File: src/rtl/serdes_bitslip_ctrl.sv
// serdes_bitslip_ctrl
// Word-alignment controller for an ISERDES/OSERDES pair. It resets the SERDES,
// lets it settle, then compares the incoming parallel word against a training
// pattern and issues BITSLIP pulses until the pattern is seen MATCH_COUNT times
// in a row (LOCKED) or every bit position has been tried (FAIL).
//
// Optional feature: define SERDES_ALIGN_MONITOR_EN to keep watching the data
// while LOCKED; LOSS_THRESH consecutive mismatches trigger automatic
// re-alignment. Without the macro, DATA_IN is ignored in LOCKED.
//
// state  | meaning
// -------+---------------------------------------------------------------
// IDLE   | waiting for START, SERDES held in reset
// SRST   | SERDES reset asserted for 4 cycles
// SETTLE | SERDES released, 8 cycles for the pipeline to fill
// CHECK  | comparing DATA_IN against the training word
// SLIP   | one-cycle BITSLIP pulse
// SWAIT  | hold-off after a slip while the ISERDES re-frames
// LOCKED | alignment achieved
// FAIL   | all DATA_WIDTH slip positions exhausted without a match run

module serdes_bitslip_ctrl #(
  parameter int         DATA_WIDTH    = 8,
  parameter logic [7:0] TRAIN_PATTERN = 8'h5C,
  parameter int         MATCH_COUNT   = 4,
  parameter int         SLIP_WAIT     = 3,
  parameter int         LOSS_THRESH   = 4
) (
  input  logic       CLKDIV,
  input  logic       RST,
  input  logic       START,
  input  logic [7:0] DATA_IN,
  output logic       SERDES_RST,
  output logic       BITSLIP,
  output logic       BUSY,
  output logic       LOCKED,
  output logic       FAIL,
  output logic [3:0] SLIP_COUNT
);

  // Out-of-range parameters are rejected at elaboration.
  if (DATA_WIDTH < 2 || DATA_WIDTH > 8) begin : g_bad_dw
    $error("DATA_WIDTH must be 2..8");
  end
  if (MATCH_COUNT < 1 || MATCH_COUNT > 15) begin : g_bad_mc
    $error("MATCH_COUNT must be 1..15");
  end
  if (SLIP_WAIT < 1 || SLIP_WAIT > 15) begin : g_bad_sw
    $error("SLIP_WAIT must be 1..15");
  end
  if (LOSS_THRESH < 1 || LOSS_THRESH > 15) begin : g_bad_lt
    $error("LOSS_THRESH must be 1..15");
  end

  typedef enum logic [2:0] {
    S_IDLE,
    S_SRST,
    S_SETTLE,
    S_CHECK,
    S_SLIP,
    S_SWAIT,
    S_LOCKED,
    S_FAIL
  } state_t;

  // Timers are down-counters loaded with (length - 1) and expire at zero.
  localparam logic [3:0] LP_SRST_M1   = 4'd3;
  localparam logic [3:0] LP_SETTLE_M1 = 4'd7;
  localparam logic [3:0] LP_SWAIT_M1  = 4'(SLIP_WAIT - 1);
  localparam logic [3:0] LP_DW        = 4'(DATA_WIDTH);
  localparam logic [3:0] LP_MC        = 4'(MATCH_COUNT);

  state_t     r_state;
  state_t     w_state_nxt;
  logic [3:0] r_timer;
  logic [3:0] w_timer_nxt;
  logic [3:0] r_match;
  logic [3:0] w_match_nxt;
  logic [3:0] r_slip;
  logic [3:0] w_slip_nxt;
  logic       w_match;
  logic       w_restart;

  logic       r_serdes_rst;
  logic       r_bitslip;
  logic       r_busy;
  logic       r_locked;
  logic       r_fail;

`ifdef SERDES_ALIGN_MONITOR_EN
  localparam logic [3:0] LP_LT_M1 = 4'(LOSS_THRESH - 1);
  logic [3:0] r_loss;
  logic [3:0] w_loss_nxt;
`endif

  assign w_match = (DATA_IN[DATA_WIDTH-1:0] == TRAIN_PATTERN[DATA_WIDTH-1:0]);

  // Next-state, timer and counter logic.
  always_comb begin
    w_state_nxt = r_state;
    w_timer_nxt = r_timer;
    w_match_nxt = r_match;
    w_slip_nxt  = r_slip;
    w_restart   = 1'b0;
`ifdef SERDES_ALIGN_MONITOR_EN
    w_loss_nxt  = r_loss;
`endif
    case (r_state)
      S_IDLE: begin
        if (START) w_restart = 1'b1;
      end
      S_SRST: begin
        if (r_timer == 4'd0) begin
          w_state_nxt = S_SETTLE;
          w_timer_nxt = LP_SETTLE_M1;
        end else begin
          w_timer_nxt = r_timer - 4'd1;
        end
      end
      S_SETTLE: begin
        if (r_timer == 4'd0) begin
          w_state_nxt = S_CHECK;
          w_match_nxt = 4'd0;
        end else begin
          w_timer_nxt = r_timer - 4'd1;
        end
      end
      S_CHECK: begin
        // The run length is evaluated one cycle after the final match.
        if (r_match == LP_MC) begin
          w_state_nxt = S_LOCKED;
`ifdef SERDES_ALIGN_MONITOR_EN
          w_loss_nxt  = 4'd0;
`endif
        end else if (w_match) begin
          w_match_nxt = r_match + 4'd1;
        end else begin
          w_match_nxt = 4'd0;
          if (r_slip < LP_DW) begin
            w_state_nxt = S_SLIP;
            w_slip_nxt  = r_slip + 4'd1;
          end else begin
            w_state_nxt = S_FAIL;
          end
        end
      end
      S_SLIP: begin
        w_state_nxt = S_SWAIT;
        w_timer_nxt = LP_SWAIT_M1;
      end
      S_SWAIT: begin
        if (r_timer == 4'd0) begin
          w_state_nxt = S_CHECK;
        end else begin
          w_timer_nxt = r_timer - 4'd1;
        end
      end
      S_LOCKED: begin
        if (START) begin
          w_restart = 1'b1;
`ifdef SERDES_ALIGN_MONITOR_EN
        end else if (!w_match) begin
          if (r_loss == LP_LT_M1) begin
            w_restart = 1'b1;
          end else begin
            w_loss_nxt = r_loss + 4'd1;
          end
        end else begin
          w_loss_nxt = 4'd0;
`endif
        end
      end
      S_FAIL: begin
        if (START) w_restart = 1'b1;
      end
      default: begin
        w_state_nxt = S_IDLE;
      end
    endcase

    if (w_restart) begin
      w_state_nxt = S_SRST;
      w_timer_nxt = LP_SRST_M1;
      w_match_nxt = 4'd0;
      w_slip_nxt  = 4'd0;
`ifdef SERDES_ALIGN_MONITOR_EN
      w_loss_nxt  = 4'd0;
`endif
    end
  end

  // State and counter registers.
  always_ff @(posedge CLKDIV) begin
    if (RST) begin
      r_state <= S_IDLE;
      r_timer <= 4'd0;
      r_match <= 4'd0;
      r_slip  <= 4'd0;
    end else begin
      r_state <= w_state_nxt;
      r_timer <= w_timer_nxt;
      r_match <= w_match_nxt;
      r_slip  <= w_slip_nxt;
    end
  end

`ifdef SERDES_ALIGN_MONITOR_EN
  // Lock-loss mismatch run counter.
  always_ff @(posedge CLKDIV) begin
    if (RST) r_loss <= 4'd0;
    else     r_loss <= w_loss_nxt;
  end
`endif

  // Outputs are decoded from the next state and registered so they line up
  // with the state they describe and have no path from the inputs.
  always_ff @(posedge CLKDIV) begin
    if (RST) begin
      r_serdes_rst <= 1'b1;
      r_bitslip    <= 1'b0;
      r_busy       <= 1'b0;
      r_locked     <= 1'b0;
      r_fail       <= 1'b0;
    end else begin
      r_serdes_rst <= (w_state_nxt == S_IDLE) || (w_state_nxt == S_SRST);
      r_bitslip    <= (w_state_nxt == S_SLIP);
      r_busy       <= (w_state_nxt != S_IDLE) && (w_state_nxt != S_LOCKED) &&
                      (w_state_nxt != S_FAIL);
      r_locked     <= (w_state_nxt == S_LOCKED);
      r_fail       <= (w_state_nxt == S_FAIL);
    end
  end

  assign SERDES_RST = r_serdes_rst;
  assign BITSLIP    = r_bitslip;
  assign BUSY       = r_busy;
  assign LOCKED     = r_locked;
  assign FAIL       = r_fail;
  assign SLIP_COUNT = r_slip;

endmodule

File: config.mk
export PLATFORM = sky130hd
export DESIGN_NAME = serdes_bitslip_ctrl
export DESIGN_NICKNAME = d
export VERILOG_FILES = /design/src/rtl/serdes_bitslip_ctrl.sv
export SDC_FILE = /design/constraint.sdc
export NUM_CORES = 1
export LEC_CHECK = 0
export BUFFER_PORTS_ARGS = -buffer_cell sky130_fd_sc_hd__buf_2
export CAP_MARGIN = 20
export CORE_UTILIZATION = 55
export DETAILED_ROUTE_END_ITERATION = 8
export GPL_ROUTABILITY_DRIVEN = 0
export GPL_TIMING_DRIVEN = 0
export PLACE_DENSITY = 0.78
export SLEW_MARGIN = 20
export SYNTH_ARGS = -nofsm -noshare
export SYNTH_HDL_FRONTEND = slang
export SYNTH_SLANG_ARGS = --single-unit
File: constraint.sdc
create_clock -name CLKDIV -period 1.8 [get_ports CLKDIV]
set_input_delay 0.18 -clock CLKDIV [delete_from_list [all_inputs] [get_ports CLKDIV]]
set_output_delay 0.18 -clock CLKDIV [all_outputs]
set_load 0.02 [all_outputs]
==> results of run 1 <==
==> worst paths after layout <==
| check | startpoint | to | slack [ns] |
|---|---|---|---|
| hold / removal | RST | FAIL | 0.17 |
| setup / recovery | r_timer[1] | LOCKED | 0.09 |
| hold reg to reg | r_match[1] | r_match[1] | 0.50 |
| setup reg to reg | r_timer[1] | LOCKED | 0.09 |
==> critical path, stage by stage, from the launching register on <==
cell and delay [ns]:
dfxtp_2 0.36, inv_2 0.08, ha_4 0.14, or3b_4 0.45, o32ai_2 0.16, a2bb2oi_2 0.23
nor4b_4 0.21
==> cell usage in the layout, fill, tap and decap left out, types with 3 or more instances in the layout <==
master	Yosys	final
nand2_1	8	8
ha_1	4	3
nor2b_1	4	4
nor2_1	9	9
inv_1	8	6
o21a_1	3	3
nor4_1	4	4
a22o_1	3	3
dfxtp_2	0	4
dfxtp_1	20	16
buf_2	2	21
a21oi_1	12	12
nand3b_1	4	4
o21ai_0	3	3
nand2b_1	6	6
clkbuf_4	0	3
nand3_1	5	5
==> kinds of logic (layout without fill, tap and decap cells) <==
kind of cell / after synthesis / after routing
and+or+nand+nor: 58 / 58
AOI/OAI and AO/OA: 44 / 44
DFF: 20 / 20
buffers and inverters: 16 / 39
adders and majority gates: 4 / 4
xor gates and xnor gates: 1 / 1
==> power by group through the flow <==
| stage | combinational [mW] | sequential (mW) | clock (mW) |
|---|---|---|---|
| 2_1_floorplan | 0.349 | 0.519 | 0 |
| 3_3_place_gp | 0.435 | 0.514 | 0 |
| 3_5_place_dp | 0.446 | 0.517 | 0 |
| 4_1_cts | 0.456 | 0.507 | 0.274 |
| 5_1_grt | 0.510 | 0.517 | 0.290 |
| 6_report | 0.467 | 0.513 | 0.273 |
==> layout make-up <==
cell class,count,area (um^2),area share (%)
Buffer,7,47.5,3.23
Clock buffer,4,36.3,2.46
Timing Repair Buffer,20,103,6.97
Tap cell,28,35.0,2.38
Multi-Input combinational cell,107,816,55.4
Inverter,8,30.0,2.04
Sequential cell,20,405,27.5
==> registers in the layout, summed over array words and instances, names as in the netlist <==
register    flops
r_state         3
LOCKED          1
BITSLIP         1
FAIL            1
BUSY            1
SLIP_COUNT      4
r_timer         4
SERDES_RST      1
r_match         4
==> routing by layer <==
metal / global-route usage, % / up-vias / part of all wire, %
li1: - / 580 / -
met1: 33.1 / 573 / 46
met2: 41.3 / 30 / 48
met3: 3.94 / 4 / 4.4
met4: 13.8 / 0 / 1.6
met5: 0 / - / 0
==> repair_timing <==
action	CTS	global route
resized for setup	1	11
pin swaps	0	2
hold endpoints to repair	0	0
setup buffers	0	1
endpoints found under the setup margin	1	7
==> stage by stage <==
| step | setup TNS (ns) | util [%] |
|---|---|---|
| finish | 0 | 67.2 |
| global route | -0.0112 | 67.2 |
| CTS | 0 | 66.2 |
| detailed placement | 0 | 64.2 |
| floorplan | 0 | - |
| global placement | 0 | 64.2 |
==> flow_metrics.tcl, run 1 <==
set metrics [dict create \
    ys_types 54 \
    holdBufCountCts 0 \
    grt.total_usage_pct 25.8 \
    ys_ff_latch 20 \
    first_global_vias 1148 \
    ys_seq_area_share_pct 31.4 \
    synth_top_family_by_area "simple AND/OR/NAND/NOR gates" \
    p_int_mw 0.808 \
    cp_max_fo 8 \
    place_area_mm2 0.00141 \
    grt_pass1_wl_um 4910 \
    htreeDepth 1 \
    path_clk_slew_ns 0.12 \
    grt_setup_unrepaired "true" \
    avgSynthCellArea_um2 8.92 \
    fillers 183 \
    die-area_mm2 0.00252 \
    synth-xor-area-share_pct 0.686 \
    synth_top_area_share_pct 31.4 \
    dp_slack_ns 0.0389 \
    synthTopCellsByCount "dfxtp_1, a21oi_1, nor2_1" \
    arrival_ns 1.94 \
    synth_warnings 0 \
    peakVddDrop_mv 0.808 \
    die-height_um 50.2 \
    clkPwrFrac_pct 21.8 \
    antenna_found_initial 0 \
    cp-start-kind "flip-flop" \
    relSlewSlack_pct 62.0 \
    finalCritPeriodShare_pct 95.1 \
    end_kind "flip-flop" \
    dp_hpwl_um 2100 \
    stdcell_area_mm2 0.00147 \
    synth_top_area_cell "dfxtp_1" \
    grt_max_degree 12 \
    synth_edf_count 0 \
    power_per_cell_area_mw_per_mm2 851 \
    fin_worst_skew_ns 0.00711 \
    synth-compound-area-share_pct 26.9 \
    synth_fa_ha_area_share_pct 3.92 \
    hold_viol 0 \
    vias 1187 \
    dr.first_iter.drc_count 31 \
    muxShareOfSynthArea_pct 0 \
    drc 2 \
    clock_latency_ns 0.31 \
    initial_utilization_pct 58.3 \
    ant_nets 0 \
    layout_setup_ws_ns 0.0885 \
    io_pins 20 \
    synth.area.top_cells "dfxtp_1, a21oi_1, ha_1, nand2b_1, nor2_1" \
    synthSimpleGateAreaFrac_pct 30.2 \
    detail_route.vias_per_cell 6.12 \
    layout-drive-gt1-share_pct 31.3 \
    fmax_mhz 584 \
    dp.cells 190 \
    clockBufferDepth 2 \
    die_w_um 50.2 \
    gr-total-overflow 0 \
    leakage_nw 0.610 \
    crit_required_ns 2.03 \
    p_sw_share_pct 35.6 \
    fin_cells 194 \
    wl_um 2900 \
    switchingPower_mw 0.446 \
    fin_crit_ns 1.71 \
    synthFlopType "dfxtp_1" \
    worst-setup-path-type "flip-flop to flip-flop" \
    cap_violations 0 \
    cts-root-buf "clkbuf_4" \
    area_growth_pct 15.4 \
    first_pass_iters 6 \
    cts_made_buffers 3 \
    hold_depth 3 \
    portBuffers 19 \
    holdWs_ns 0.166 \
    coreArea_mm2 0.00219 \
    yosysMostFrequentCell "dfxtp_1" \
    avgRoutedWirePerCell_um 15.0 \
    status "complete, but fails checks" \
    failed_checks "DRC" \
    slew_violations 0 \
    synth.cell_area_mm2 0.00128 \
    p_seq_share_pct 40.9 \
    syn-instance-count 143 \
    syn_nets 158 \
    clkSinkCount 20 \
    layout.nets 182 \
    worstMarginPinSlew_ns 0.564 \
    antennaDiodeCount 0 \
    comb_power_share_pct 37.3 \
    min_path_type "input port to flip-flop" \
    p_total_mw 1.25 \
    async_flop_share_pct 0 \
    r2r.worst_path.cells 6 \
    row_count 17 \
    cts_tree "built" \
    setup_viol 0 \
]
Note: power is estimated with default switching activity, not from simulation.
==> inputs of run 2 (changes only) <==
- ABC_AREA: unset -> 1
- CORE_UTILIZATION: 55 -> 54
- PLACE_DENSITY: 0.78 -> 0.77
==> run 2 against run 1 <==
Compared with the run above:
- the flow now finishes without violations
- critical path depth increased by 5
- first-iteration DRC count decreased by 32%
- die area decreased by 8.1%
- wire length decreased by 22%
- area after synthesis decreased by 10%
- clock skew decreased by 0.0046 ns
- critical endpoint is now BUSY
- largest cell class unchanged
==> flow_metrics.tcl, run 2 <==
set metrics [dict create \
    relSlewSlack_pct 81.0 \
    hp-start "RST" \
    first_global_vias 942 \
    r2r_setup_slack_ns 0.18 \
    synthTopCellsByCount "nand2_1, nor2_1, inv_1" \
    arrival_ns 1.84 \
    antennaDiodeCount 0 \
    grt_setup_unrepaired "false" \
    cts_tree "built" \
    synth.cell_area_mm2 0.00115 \
    io_pins 20 \
    async_flop_share_pct 0 \
    synth-compound-area-share_pct 10.4 \
    finalCritPeriodShare_pct 90.0 \
    die-area_mm2 0.00231 \
    status "completed" \
    yosysMostFrequentCell "nand2_1" \
    fin_crit_ns 1.62 \
    worstHoldEndpoint "FAIL" \
    antenna_found_initial 0 \
    die-height_um 48.1 \
    cts-root-buf "clkbuf_4" \
    leakage_nw 0.658 \
    portBuffers 19 \
    avgRoutedWirePerCell_um 10.1 \
    fmax_mhz 617 \
    slew_violations 0 \
    grt_pass1_wl_um 3730 \
    power_per_cell_area_mw_per_mm2 1380 \
    hold_depth 2 \
    ys_types 21 \
    synth.area.top_cells "dfxtp_1, nand2_1, nor2_1, inv_1, nand3_1" \
    peakVddDrop_mv 1.00 \
    stdcell_area_mm2 0.00133 \
    coreArea_mm2 0.00198 \
    cp_max_fo 3 \
    die_w_um 48.1 \
    path_clk_slew_ns 0.12 \
    postCtsSetupBuffers 0 \
    htreeDepth 1 \
    end_kind "flip-flop" \
    synthSimpleGateAreaFrac_pct 39.5 \
    row_count 16 \
    cap_violations 0 \
    synth_top_area_share_pct 34.9 \
    detail_route.vias_per_cell 4.84 \
    first_pass_iters 4 \
    ant_nets 0 \
    wl_um 2250 \
    fin_worst_skew_ns 0.00254 \
    ys_ff_latch 20 \
    synthFlopType "dfxtp_1" \
    hold_viol 0 \
    holdWs_ns 0.128 \
    cts_made_buffers 3 \
    postCtsResizedCells 0 \
    place_area_mm2 0.00128 \
    avgSynthCellArea_um2 6.59 \
    dr.first_iter.drc_count 21 \
    setup_viol 0 \
    clock_latency_ns 0.31 \
    reg2reg_from "r_timer[0]" \
    r2r.worst_path.cells 11 \
    muxShareOfSynthArea_pct 0 \
    cp-start-kind "flip-flop" \
    setup_tns_ns 0 \
    vias 1085 \
    synth_top_family_by_area "simple AND/OR/NAND/NOR gates" \
    holdBufCountCts 0 \
    initial_utilization_pct 57.9 \
    synth_edf_count 0 \
    ys_seq_area_share_pct 34.9 \
    synth-xor-area-share_pct 0.763 \
    area_growth_pct 15.8 \
    crit_required_ns 2.02 \
    layout.nets 213 \
    grt_max_degree 13 \
    syn-instance-count 174 \
    grt.total_usage_pct 23.5 \
    final_cell_mix "nand2_1, nor2_1, inv_1" \
    regToRegEndpoint "BUSY" \
    mostFrequentLayoutCell "nand2_1" \
    synth_warnings 0 \
    clockBufferDepth 2 \
    clkSinkCount 20 \
    synth_top_area_cell "dfxtp_1" \
    worst-setup-path-type "flip-flop to flip-flop" \
    min_path_type "input port to flip-flop" \
    gr-total-overflow 0 \
    worstMarginPinSlew_ns 0.283 \
    dp_hpwl_um 1780 \
    syn_nets 189 \
    drc 0 \
    synth_fa_ha_area_share_pct 4.36 \
    layout-drive-gt1-share_pct 22.3 \
]
run 2: changes by cell type in the layout (fill, tap and decap cells not counted), sizes merged, moves of 4 or more:
cell	delta
inv	+22
nand2b	-6
a21oi	-4
buf	-6
nor3	+5
nor4	-4
nor2b	-4
o21ai	+4
nand2	+35
nor2	+22
nand3	+11
run 2: worst max-delay path, stage by stage (launching register included):
cell     delay, ns
dfxtp_1       0.33
inv_1         0.09
ha_1          0.19
nand2_1       0.07
nor2_2        0.21
nor2_1        0.08
nor2_2        0.14
nand2_1       0.06
nor2_1        0.12
nand3_1       0.11
nand2_1       0.08
nor2_1        0.04
run 2: layout make-up:
type,instances,area [um^2]
Sequential cell,20,400
Fill cell,178,653
Tap cell,27,33.8
Clock inverter,1,30.0
Timing Repair Buffer,19,95.1
Clock buffer,3,22.5
Multi-Input combinational cell,123,631
Inverter,31,116
run 2: worst max path at each step:
stage,start,endpoint,slack [ns],cells after the start
global placement,r_timer[0],BUSY,0.25,11
global route,r_timer[0],BUSY,0.01,11
finish,r_timer[0],BUSY,0.18,11
CTS,r_timer[0],BUSY,0.18,11
floorplan,r_timer[0],BUSY,0.40,11
detailed placement,r_timer[0],BUSY,0.21,11
run 2: cell families after synthesis:
kind of cell / Yosys count
fa+ha+maj: 4
simple gates: 97
compound gates: 21
buf+inv: 31
xor+xnor: 1
flops: 20
run 2: per-stage QoR:
stage / util [%] / total power [mW] / cells / worst slack [ns]
after floorplan: - / 1.29 / 174 / 0.396
after global placement: 64.4 / 1.44 / 220 / 0.246
after detailed placement: 64.4 / 1.46 / 220 / 0.213
after CTS: 67.0 / 1.84 / 224 / 0.180
after global routing: 67.0 / 1.99 / 224 / 0.0137
final: 67.0 / 1.83 / 224 / 0.180
run 2: layer usage:
layer,global-route usage (%),vias up,wire length [um]
li1,-,590,-
met1,28.7,475,1050
met2,38.1,16,1100
met3,4.44,4,58
met4,14.4,0,46
met5,0,-,0
run 2: power by group:
group	internal, mW	switching [mW]
clock network	0.225	0.148
registers	0.524	0.0645
logic	0.294	0.576
==> inputs of run 3 (changes only) <==
- ABC_AREA: 1 -> 0
- CORE_UTILIZATION: 54 -> 55
- PLACE_DENSITY: 0.77 -> 0.78
- TNS_END_PERCENT: unset -> 30
==> run 3 against run 2 <==
Compared with the run above:
- the flow now finishes with violations (DRC)
- register-to-register slack worse by 0.099 ns
- utilization decreased by 0.23 points
- clock-buffer cell count rose by 1
- cell count decreased by 14%
==> flow_metrics.tcl, run 3 (synthesis results as in run 1) <==
set metrics [dict create \
    antenna_found_initial 0 \
    fmax_mhz 582 \
    fin_crit_ns 1.72 \
    final_util_pct 66.8 \
    switchingPower_mw 0.445 \
    path_clk_slew_ns 0.12 \
    layout.nets 181 \
    antennaDiodeCount 0 \
    cts-root-buf "clkbuf_4" \
    leakage_nw 0.605 \
    portBuffers 19 \
    met3_usage_pct 3.94 \
    cts_tree "built" \
    final_cell_mix "buf_2, dfxtp_1, a21oi_1" \
    worstMarginPinSlew_ns 0.564 \
    die-area_mm2 0.00252 \
    arrival_ns 1.98 \
    status "complete, but fails checks" \
    holdBufCountCts 0 \
    ant_nets 0 \
    hp-start "RST" \
    setup_viol 0 \
    area_growth_pct 14.7 \
    p_sw_share_pct 35.5 \
    avgRoutedWirePerCell_um 15.0 \
    initial_utilization_pct 58.3 \
    met2_usage_pct 41.3 \
    detail_route.vias_per_cell 6.16 \
    fillers 184 \
    layout-drive-gt1-share_pct 30.3 \
    peakVddDrop_mv 0.806 \
    grt.total_usage_pct 25.8 \
    crit_required_ns 2.07 \
    cp_max_fo 6 \
    clock_latency_ns 0.31 \
    postCtsSetupBuffers 0 \
    hold_viol 0 \
    finalCritPeriodShare_pct 95.5 \
    wl_um 2890 \
    first_global_vias 1148 \
    cp-start-kind "flip-flop" \
    clkSinkCount 20 \
    grt_busiest_layer "met2" \
    clkPwrFrac_pct 21.8 \
    comb_power_share_pct 37.3 \
    grtUsageMet1_pct 33.1 \
    mostFrequentLayoutCell "buf_2" \
    end_kind "flip-flop" \
    cts_made_buffers 3 \
    row_count 17 \
    stdcell_area_mm2 0.00146 \
    fin_worst_skew_ns 0.00921 \
    p_seq_share_pct 41.0 \
    dr.first_iter.drc_count 31 \
    coreArea_mm2 0.00219 \
    grt_max_degree 12 \
    holdWs_ns 0.164 \
    die_w_um 50.2 \
    worst-setup-path-type "flip-flop to flip-flop" \
    drc 2 \
    failed_checks "DRC" \
    reg2reg_from "r_match[0]" \
    die-height_um 50.2 \
    p_total_mw 1.25 \
    p_int_mw 0.808 \
    slew_violations 0 \
    relSlewSlack_pct 62.0 \
    first_pass_iters 6 \
    min_path_type "input port to flip-flop" \
    gr-total-overflow 0 \
    clockBufferDepth 2 \
    place_area_mm2 0.00141 \
    dp_hpwl_um 2100 \
    grt_pass1_wl_um 4910 \
    htreeDepth 1 \
    startpoint "r_match[0]" \
    io_pins 20 \
    cap_violations 0 \
    grt_setup_unrepaired "true" \
    vias 1189 \
    power_per_cell_area_mw_per_mm2 856 \
]
==> run 3: changes by cell type in the layout (fill, tap and decap cells not counted), moves of 5 or more <==
| cell | before | now |
|---|---|---|
| nand2_1 | 39 | 8 |
| o21ai_1 | 7 | 2 |
| nor2_1 | 24 | 9 |
| inv_2 | 8 | 2 |
| nor3_1 | 6 | 1 |
| nand3_1 | 15 | 5 |
| inv_1 | 22 | 6 |
| nand2b_1 | 0 | 6 |
==> run 3: power groups by stage <==
stage          Sequential (mW)  Clock (mW)  Combinational [mW]
4_1_cts                  0.507       0.274               0.456
2_1_floorplan            0.519           0               0.349
6_report                 0.513       0.273               0.467
5_1_grt                  0.517       0.290               0.510
3_5_place_dp             0.517           0               0.446
3_3_place_gp             0.514           0               0.435
==> run 3: area by class of cell <==
cell class	count	area (um^2)	area share (%)
Multi-Input combinational cell	107	815	55.6
Sequential cell	20	405	27.7
Timing Repair Buffer	19	95.1	6.50
Buffer	7	47.5	3.25
Clock buffer	4	36.3	2.48
Tap cell	28	35.0	2.39
Inverter	8	30.0	2.05
==> run 3: through the flow <==
stage	instances	setup TNS (ns)	worst slack, ns
after floorplan	143	0	0.166
final	193	0	0.0818
after global placement	190	0	0.0661
after global routing	193	-0.0138	-0.0112
after detailed placement	190	0	0.0389
after CTS	194	0	0.00989
==> run 3: worst paths after layout <==
kind           endpoint  slack, ns  cells after the start
max             BITSLIP       0.08                      6
min                FAIL       0.16                      3
max reg2reg     BITSLIP       0.08                      6
min reg2reg  r_match[0]       0.49                      2
==> run 3: critical path, stage by stage (launching register included) <==
cell and delay [ns]:
dfxtp_2 0.38, inv_1 0.06, ha_1 0.22, and3b_1 0.25
a211o_1 0.28, o21ai_4 0.26, and4b_1 0.22
==> run 3: what timing repair did <==
| item | 4_1_cts | 5_1_grt |
|---|---|---|
| endpoints found under the setup margin | 1 | 7 |
| gates resized for setup | 1 | 10 |
| gates cloned | 0 | 0 |
| pin swaps | 0 | 2 |
==> run 3: layer usage <==
layer / up-vias / wire length [um]
met5: - / 0
met4: 0 / 66
met3: 6 / 126
met2: 34 / 1400
met1: 573 / 1300
li1: 576 / -
